[config.mk]
export PLATFORM = sky130hd
export DESIGN_NAME = stream_stall_fifo_flat
export DESIGN_NICKNAME = d
export VERILOG_FILES = /design/src/rtl/stream_stall_fifo_pkg.sv /design/src/rtl/stream_stall_fifo_if.sv /design/src/rtl/stream_stall_fifo_mem.sv /design/src/rtl/stream_stall_fifo.sv /design/src/flat_wrapper.sv
export SDC_FILE = /design/constraint.sdc
export NUM_CORES = 1
export LEC_CHECK = 0
export CELL_PAD_IN_SITES_DETAIL_PLACEMENT = 1
export CELL_PAD_IN_SITES_GLOBAL_PLACEMENT = 1
export CORE_MARGIN = 2
export CORE_UTILIZATION = 50
export DETAILED_ROUTE_END_ITERATION = 8
export HOLD_SLACK_MARGIN = 0.02
export PLACE_DENSITY = 0.84
export SYNTH_ARGS = -nofsm -noshare
export SYNTH_HDL_FRONTEND = slang
export SYNTH_SLANG_ARGS = --single-unit
export TNS_END_PERCENT = 10
[constraint.sdc]
create_clock -name clock -period 6 [get_ports clock]
set_clock_uncertainty 0.1 [all_clocks]
set_input_delay 1.5 -clock clock [delete_from_list [all_inputs] [get_ports clock]]
set_output_delay 1.5 -clock clock [all_outputs]
set_load 0.02 [all_outputs]
[src/rtl/stream_stall_fifo_pkg.sv]
`default_nettype none
// ============================================================================
// Module      : stream_stall_fifo_pkg
// Description : Shared stream word definitions for the preprocessing stage and
//               the elastic output buffer, plus the upstream-stall threshold
//               helper used by the buffer control logic.
// Contents    : STREAM_WIDTH - stream word width in bits
//               word_t       - one stream word
//               stall_threshold() - occupancy at which upstream stall asserts
// Revision    : 1.0 - initial release
// ============================================================================
package stream_stall_fifo_pkg;

    localparam int STREAM_WIDTH = 32;

    typedef logic [STREAM_WIDTH-1:0] word_t;

    // Occupancy (after the current edge) at which the producer is told to stop.
    // The extra entry on top of SLACK covers the cycle between the producer
    // seeing the stall and its last in-flight word landing.
    function automatic int unsigned stall_threshold(input int unsigned depth,
                                                    input int unsigned slack);
        return depth - slack - 1;
    endfunction

endpackage
`default_nettype wire

[src/rtl/stream_stall_fifo_if.sv]
`default_nettype none
// ============================================================================
// Module      : stream_stall_fifo_if
// Description : Valid/stall word stream. The sender drives data and valid;
//               the receiver drives stall back. A word transfers on every
//               cycle valid is 1 -- there is no ready/ack handshake.
// Signals     : data  [WIDTH] - stream word
//               valid [1]     - data is a word this cycle
//               stall [1]     - receiver back-pressure
// Modports    : master - sender side   (drives data/valid, sees stall)
//               slave  - receiver side (sees data/valid, drives stall)
// Revision    : 1.0 - initial release
// ============================================================================
interface stream_stall_fifo_if
    import stream_stall_fifo_pkg::*;
#(
    parameter int WIDTH = STREAM_WIDTH
);

    logic [WIDTH-1:0] data;
    logic             valid;
    logic             stall;

    modport master (
        output data,
        output valid,
        input  stall
    );

    modport slave (
        input  data,
        input  valid,
        output stall
    );

endinterface
`default_nettype wire

[src/rtl/stream_stall_fifo_mem.sv]
`default_nettype none
// ============================================================================
// Module      : stream_stall_fifo_mem
// Description : DEPTH x WIDTH register-array storage for the stream FIFO.
//               One synchronous write port, one combinational read port.
//               No reset: validity of entries is tracked by the controller.
// Ports       : clock   in  1             rising-edge clock
//               wr_en   in  1             write wr_data at wr_addr this edge
//               wr_addr in  log2(DEPTH)   write address
//               wr_data in  WIDTH         write data
//               rd_addr in  log2(DEPTH)   read address
//               rd_data out WIDTH         word stored at rd_addr (combinational)
// Revision    : 1.0 - initial release
// ============================================================================
module stream_stall_fifo_mem
    import stream_stall_fifo_pkg::*;
#(
    parameter int WIDTH = STREAM_WIDTH,
    parameter int DEPTH = 16
) (
    input  wire logic                     clock,
    input  wire logic                     wr_en,
    input  wire logic [$clog2(DEPTH)-1:0] wr_addr,
    input  wire logic [WIDTH-1:0]         wr_data,
    input  wire logic [$clog2(DEPTH)-1:0] rd_addr,
    output logic      [WIDTH-1:0]         rd_data
);

    logic [WIDTH-1:0] r_mem [DEPTH];

    always_ff @(posedge clock) begin
        if (wr_en) begin
            r_mem[wr_addr] <= wr_data;
        end
    end

    assign rd_data = r_mem[rd_addr];

endmodule
`default_nettype wire

[src/rtl/stream_stall_fifo.sv]
`default_nettype none
// ============================================================================
// Module      : stream_stall_fifo
// Description : Elastic output buffer between the image-preprocessing stage
//               and the host-facing consumer. Absorbs a valid/stall word
//               stream, re-presents it from a registered output stage, turns
//               consumer back-pressure into a registered early-warning
//               upstream stall, and reports occupancy plus a sticky overflow.
// Parameters  : WIDTH - word width
//               DEPTH - FIFO entries, power of two and >= 4
//               SLACK - words the producer may still send after it sees
//                       upstream stall; must satisfy SLACK <= DEPTH-2
// Ports       : clock    in   1              rising-edge clock
//               reset    in   1              synchronous, active-low
//               in_if    slave               producer stream (stall = upstream stall)
//               out_if   master              consumer stream (stall = downstream stall)
//               count    out  log2(DEPTH)+1  buffered words, output register excluded
//               overflow out  1              sticky: a word arrived while full
// Revision    : 1.0 - initial release
// ============================================================================
module stream_stall_fifo
    import stream_stall_fifo_pkg::*;
#(
    parameter int WIDTH = STREAM_WIDTH,
    parameter int DEPTH = 16,
    parameter int SLACK = 2
) (
    input  wire logic                   clock,
    input  wire logic                   reset,
    stream_stall_fifo_if.slave          in_if,
    stream_stall_fifo_if.master         out_if,
    output logic [$clog2(DEPTH):0]      count,
    output logic                        overflow
);

    localparam int c_ptr_w = $clog2(DEPTH);
    localparam int c_cnt_w = c_ptr_w + 1;

    localparam logic [c_cnt_w-1:0] c_full     = c_cnt_w'(DEPTH);
    localparam logic [c_cnt_w-1:0] c_stall_at = c_cnt_w'(stall_threshold(DEPTH, SLACK));
    localparam logic [c_cnt_w-1:0] c_cnt_one  = c_cnt_w'(1);
    localparam logic [c_ptr_w-1:0] c_ptr_one  = c_ptr_w'(1);

    // ------------------------------------------------------------------
    // State
    // ------------------------------------------------------------------
    logic [c_ptr_w-1:0] r_rd_ptr;
    logic [c_ptr_w-1:0] r_wr_ptr;
    logic [c_cnt_w-1:0] r_count;
    logic [WIDTH-1:0]   r_out_data;
    logic               r_out_valid;
    logic               r_upstream_stall;
    logic               r_overflow;

    // ------------------------------------------------------------------
    // Next-state decode
    // ------------------------------------------------------------------
    logic [WIDTH-1:0]   w_head;
    logic               w_pop;
    logic               w_push;
    logic               w_drop;
    logic [c_cnt_w-1:0] w_count_next;

    always_comb begin
        // The consumer's stall is looked at only at the edge, so a stall
        // raised in cycle t still lets the word popped at edge t-1 show.
        w_pop  = !out_if.stall && (r_count != '0);

        // A full FIFO still takes a word when a pop frees an entry at the
        // same edge. At count==0 the pushed word is only written: the read
        // port shows the old head slot, so it is popped one edge later.
        w_push = in_if.valid && ((r_count != c_full) || w_pop);
        w_drop = in_if.valid && !w_push;

        w_count_next = r_count;
        if (w_push && !w_pop) begin
            w_count_next = r_count + c_cnt_one;
        end else if (!w_push && w_pop) begin
            w_count_next = r_count - c_cnt_one;
        end
    end

    // ------------------------------------------------------------------
    // Storage
    // ------------------------------------------------------------------
    stream_stall_fifo_mem #(
        .WIDTH (WIDTH),
        .DEPTH (DEPTH)
    ) u_mem (
        .clock   (clock),
        .wr_en   (w_push),
        .wr_addr (r_wr_ptr),
        .wr_data (in_if.data),
        .rd_addr (r_rd_ptr),
        .rd_data (w_head)
    );

    // ------------------------------------------------------------------
    // Pointers, occupancy, output stage and flags
    // ------------------------------------------------------------------
    always_ff @(posedge clock) begin
        if (!reset) begin
            r_rd_ptr         <= '0;
            r_wr_ptr         <= '0;
            r_count          <= '0;
            r_out_data       <= '0;
            r_out_valid      <= 1'b0;
            r_overflow       <= 1'b0;
            // Hold the producer off while in reset; released on the first
            // edge after reset goes high.
            r_upstream_stall <= 1'b1;
        end else begin
            if (w_pop) begin
                r_out_data  <= w_head;
                r_out_valid <= 1'b1;
                r_rd_ptr    <= r_rd_ptr + c_ptr_one;
            end else begin
                r_out_valid <= 1'b0;
            end

            if (w_push) begin
                r_wr_ptr <= r_wr_ptr + c_ptr_one;
            end

            if (w_drop) begin
                r_overflow <= 1'b1;
            end

            r_count <= w_count_next;

            // Decided on post-edge occupancy so the warning is already
            // registered while the SLACK in-flight words are still arriving.
            r_upstream_stall <= (w_count_next >= c_stall_at);
        end
    end

    // ------------------------------------------------------------------
    // Outputs
    // ------------------------------------------------------------------
    assign in_if.stall  = r_upstream_stall;
    assign out_if.data  = r_out_data;
    assign out_if.valid = r_out_valid;
    assign count        = r_count;
    assign overflow     = r_overflow;

endmodule
`default_nettype wire

[src/flat_wrapper.sv]
// flat-port wrapper written by rule: the top's interface ports become plain ports
module stream_stall_fifo_flat import stream_stall_fifo_pkg::*;
#(
    parameter int WIDTH = STREAM_WIDTH,
    parameter int DEPTH = 16,
    parameter int SLACK = 2
)
  (clock, reset, count, overflow, in_if_data, in_if_valid, in_if_stall, out_if_data, out_if_valid, out_if_stall);
  stream_stall_fifo_if #(.WIDTH(WIDTH)) in_if_i ();
  stream_stall_fifo_if #(.WIDTH(WIDTH)) out_if_i ();
  input  wire logic clock;
  input  wire logic reset;
  output logic [$clog2(DEPTH):0] count;
  output logic overflow;
  input wire logic [$bits(in_if_i.data)-1:0] in_if_data;
  input wire logic [$bits(in_if_i.valid)-1:0] in_if_valid;
  output wire logic [$bits(in_if_i.stall)-1:0] in_if_stall;
  output wire logic [$bits(out_if_i.data)-1:0] out_if_data;
  output wire logic [$bits(out_if_i.valid)-1:0] out_if_valid;
  input wire logic [$bits(out_if_i.stall)-1:0] out_if_stall;
  assign in_if_i.data = in_if_data;
  assign in_if_i.valid = in_if_valid;
  assign in_if_stall = in_if_i.stall;
  assign out_if_data = out_if_i.data;
  assign out_if_valid = out_if_i.valid;
  assign out_if_i.stall = out_if_stall;
  stream_stall_fifo #(.WIDTH(WIDTH), .DEPTH(DEPTH), .SLACK(SLACK)) u_core (.clock(clock), .reset(reset), .in_if(in_if_i), .out_if(out_if_i), .count(count), .overflow(overflow));
endmodule
---- After elaboration in Yosys (flattened, before gate mapping) ----
Memory sizes are Yosys's and may differ from the RTL's. A register that Yosys moved wholly into a read port is not among the register bits.
Index checks and enable logic that the tools add are counted.
storage, ports and cells
  bits in registers ....................... 16
  bits in writable memories ............... 512
  bits of input ports ..................... 36
  output and inout port bits .............. 40
  word-level logic and storage cells ...... 29
  memories kept ........................... 1
memory list
  memory              words  bits a word  read ports  clocked after memory_dff  write ports  RTL line                     RTL
  u_core.u_mem.r_mem  16     32           1           1                         1            stream_stall_fifo_mem.sv:29  logic [WIDTH-1:0] r_mem [DEPTH];
cells by class
  add/subtract/negate cells ............... 4
  magnitude comparators ................... 1
  eq/ne operators ......................... 1
  muxes and demuxes ....................... 5
  reductions and logical operators ........ 11
operator list
  cell                                                  count
  2-to-1 mux 5 bit                                      2
  adder 4 x 1 -> 4 bit (second input constant)          2
  adder 5 x 1 -> 5 bit (second input constant)          1
  >= comparator 5 x 4 -> 1 bit (second input constant)  1
  logical AND 1 bit                                     5
  != test 5 bit (second input constant)                 1
  nonzero test 5 bit                                    1
  subtractor 5 x 1 -> 5 bit (second input constant)     1
  logical NOT 1 bit                                     4
  2-to-1 mux 1 bit                                      3
  logical OR 1 bit                                      1

---- Logic depth before layout (Yosys ltp) ----
  word-level depth ........................ 9
  gate-level depth with buffers ........... 8
  mapped depth without buffers ............ 7

---- By module ----
A second synthesis with hierarchy kept.
second synthesis, totals
  cell total of the unflattened synthesis .. 1045
  area total of the unflattened synthesis .. 21235.4 um^2
modules (own cells, without submodules)
  module                 instances  cells an instance  area each (um^2)  seq. area each (um^2)
  stream_stall_fifo_mem  1          806                19213.4           15374.7
  stream_stall_fifo      1          239                2021.9            960.9

---- Worst setup path before layout ----
No wires, ideal clock.
  path type ............................... input port to flip-flop
  start ................................... input out_if_stall
  end ..................................... memory u_core.u_mem.r_mem[3][0] (netlist bit) (enable)
  library setup time ...................... 0.461 ns
  data arrival time ....................... 4.447 ns
  required time ........................... 5.439 ns
  setup slack ............................. 0.992 ns
  stages .................................. 6
  buffers on the path ..................... 2
  cell sequence ........................... clkbuf_1 -> nand2_1 -> o21a_1 -> clkbuf_1 -> nand2_1 -> nor3_1
between the ends
  word-level cells in the longest chain between the ends .. 6
RTL lines
  item                                    RTL line                     RTL
  start, declared                         flat_wrapper.sv:20           input wire logic [$bits(out_if_i.stall)-1:0] out_if_stall;
  logical NOT 1 bit                       stream_stall_fifo.sv:67      w_pop = !out_if.stall && (r_count != '0);
  logical AND 1 bit                       stream_stall_fifo.sv:67
  logical OR 1 bit                        stream_stall_fifo.sv:72      w_push = in_if.valid && ((r_count != c_full) || w_pop);
  logical AND 1 bit                       stream_stall_fifo.sv:72
  2-to-1 mux 1 bit                        stream_stall_fifo_mem.sv:32  if (wr_en) begin
  2-to-1 mux 1 bit (not written as such)  stream_stall_fifo_mem.sv:33  r_mem[wr_addr] <= wr_data;
  end, declared                           stream_stall_fifo_mem.sv:29
No other way between the ends.

---- Worst setup path after layout ----
  start ................................... input in_if_valid
  end ..................................... memory u_core.u_mem.r_mem[12][10] (netlist bit) (enable)
between the ends
  word-level cells in the longest chain between the ends .. 3
RTL lines
  item                                    RTL line                     RTL
  start, declared                         flat_wrapper.sv:16           input wire logic [$bits(in_if_i.valid)-1:0] in_if_valid;
  logical AND 1 bit                       stream_stall_fifo.sv:72
  2-to-1 mux 1 bit                        stream_stall_fifo_mem.sv:32
  2-to-1 mux 1 bit (not written as such)  stream_stall_fifo_mem.sv:33
No other way between the ends.

==> flow_summary.toml <==
[worst_hold_path]
hp-start = "u_core.out_if.data[6]"
min_to = "u_core.out_if.data[6]"
min_path_type = "reg -> reg"
min_path_cells = 1

[clock_network]
cts_buffers = 54
post_cts_buffers = 0
ctsRootBufferMaster = "clkbuf_16"
cts.sinks = 560
cts_resized = 0
hold_buffers = 0
cts_tree = "built"
cts.htree.levels = 2
path_clk_slew_ps = 60
clk_path_buf_depth = 3
worstSkewPairLatency_ps = 600

[floorplan]
num_rows = 75
dieWidth_um = 210
start_util_pct = 50.5
io_pins = 76
die_area_mm2 = 0.0439
core_mm2 = 0.0419
fp.dieH_um = 210

[logic_synthesis]
yosysSeqAreaShare_pct = 77.3
synthCells = 900
yosysWarnings = 0
synth_fp_nets = 943
synth_edf_count = 512
synth_top_area_share_pct = 72.8
yosysTopAreaCell = "edfxtp_1"
synth_cell_types = 35
synthFlopType = "edfxtp_1"
synth_most_common_cell = "edfxtp_1"
synth_seq_cells = 560
synthTopCellsByCount = "512 x edfxtp_1, 150 x mux4_2, 48 x dfxtp_1"
syn_area_per_cell_um2 = 23.5
synthArstFlopShare_pct = 0
syn_area_mm2 = 0.0211
synthTopCellsByArea = "edfxtp_1 73%, mux4_2 16%, dfxtp_1 4.5%"

[grt]
grt_pass1_wl_um = 69700
grt_pass1_vias = 10557
grt_usage_pct = 21.9
grt_antenna_before_repair = 0
grt_max_degree = 79
grt_remaining_overflow = 0

[setup_path]
worst_path_dominant_cell_family = "simple AND/OR/NAND/NOR gates"
worstReg2RegStart = "u_core.count[0]"
ff2ff_setup_slack_ps = 2770
path_cells = "clkdlybuf4s50_1, o21a_1, nand2_1, nor2_4"
r2r-end = "u_core.u_mem.r_mem[12][10]"
r2r_cells = 6
cp_slowest_cell = "nor2_4"
crit_fanout = 32
crit_type = "in -> reg"
cpPeakStageDelay_ps = 1040
path_buf_inv = 1
cp.required_ps = 6100
crit_path_end_kind = "flip-flop"
crit_path_start_kind = "input pin"
arrival_ps = 3910

[sta]
finalSetupViolations = 0
tns_ps = 0
hold_slack_ps = 380
fmax_mhz = 262
slew_violations = 0
period_share_pct = 63.5
rsz0062_at_grt = "no"
tightestPinTransition_ps = 1280
finalCriticalPeriod_ps = 3810
hold_viol_final = 0
slew_headroom_pct = 14.3

[pwr]
p_leak_nw = 7.48
switchingPower_w = 0.00241
ir_worst_vdd_v = 0.000278
switching_share_pct = 24.7
power_density_mw_per_mm2 = 403
p_int_w = 0.00738
seqPwrFrac_pct = 46.5
clockPowerShare_pct = 35.3
pwr-share-comb_pct = 18.2

[route]
first_pass_iters = 5
wl_per_cell_um = 29.4
routed_wl_um = 46400
drc = 0
vias_per_cell = 6.10
first_iter_violations = 877
vias = 9650
drtAntennaViolNets = 0

[finish]
drive_gt1_share_pct = 25.0
layout.nets = 1039
antenna_cells = 0
area_delta_synth_final_pct = 15.1

[place]
place_congestion = 0.737
port_buffers = 75
hpwl_um = 26100

[status]
status = "completed"

[run]
maxCapViolCount = 0
-- registers in the layout, summed over array words and instances (netlist names) --
signal               cells
u_core.u_mem.r_mem     512
u_core.out_if.data      32
u_core.count             5
u_core.r_rd_ptr          4
u_core.r_wr_ptr          4
u_core.in_if.stall       1
u_core.out_if.valid      1
u_core.overflow          1
-- per-stage QoR --
stage	instance area [um2]	util, %	instances	setup slack (ps)	total power, W
floorplan	21100	-	900	992	0.00592
global placement	22500	53.8	1479	1700	0.00638
detailed placement	22500	53.8	1479	1580	0.00643
CTS	24300	58.1	1581	2210	0.00988
global route	24300	58.1	1581	2040	0.0101
finish	24300	58.1	1581	2190	0.00979
-- placed cells by master (no fill, tap or decap), types with 5 or more instances in the layout --
cell / instances
mux4_1: 10
edfxtp_1: 512
inv_1: 9
a22o_1: 33
nor2_1: 14
xnor2_1: 5
mux4_2: 150
clkbuf_16: 57
buf_4: 12
nor2_4: 13
clkinv_2: 5
clkbuf_1: 22
clkinv_1: 6
bufinv_16: 6
clkdlybuf4s50_1: 75
dfxtp_1: 44
a21oi_1: 5
nand2_1: 11
ha_1: 7
-- power by group through the flow --
stage	combinational [W]	sequential, W	clock [W]
6_report	0.00178	0.00456	0.00346
5_1_grt	0.00190	0.00458	0.00363
3_5_place_dp	0.00179	0.00464	0
2_1_floorplan	0.00129	0.00462	0
3_3_place_gp	0.00175	0.00463	0
4_1_cts	0.00181	0.00456	0.00351
-- how the worst max path moves through the flow --
| stage | start | to | cells after the start |
|---|---|---|---|
| finish | in_if_valid | u_core.u_mem.r_mem[12][10] | 4 |
| floorplan | out_if_stall | u_core.u_mem.r_mem[3][0] | 6 |
| CTS | in_if_valid | u_core.u_mem.r_mem[5][12] | 4 |
| global placement | in_if_valid | u_core.u_mem.r_mem[7][10] | 4 |
| global route | in_if_valid | u_core.u_mem.r_mem[4][9] | 4 |
| detailed placement | in_if_valid | u_core.u_mem.r_mem[15][13] | 4 |
-- cells by family (layout without fill, tap and decap cells) --
kind of cell             count (synthesis)  count (layout)  synth area share (%)
AO/OA/AOI/OAI                           50              50                  1.91
buffers and inverters                   58             200                  1.55
adder cells (fa/ha/maj)                  7               7                 0.415
AND/OR/NAND/NOR                         56              56                  1.19
flip-flops                             560             560                  77.3
multiplexers                           160             160                  17.2
XOR/XNOR                                 9               9                 0.373
-- per-layer routing --
layer / vias to the layer above / part of all wire, % / wire length (um) / track usage, %
met2: 343 / 51 / 23800 / 36.8
met1: 5185 / 40 / 18700 / 29.3
met5: - / 0 / 0 / 0
li1: 4031 / - / - / -
met3: 91 / 5.5 / 2540 / 3.68
met4: 0 / 3.0 / 1400 / 8.36
-- final cells by class --
type | count | area [um2]
clock buffers | 81 | 1540
clock inverters | 21 | 260
fillers | 3440 | 17500
inverters | 9 | 33.8
multi-input cells | 282 | 4580
flip-flops and latches | 560 | 16300
well taps | 539 | 674
repair buffers | 89 | 881
No activity file was read; power rests on OpenSTA's default activity.
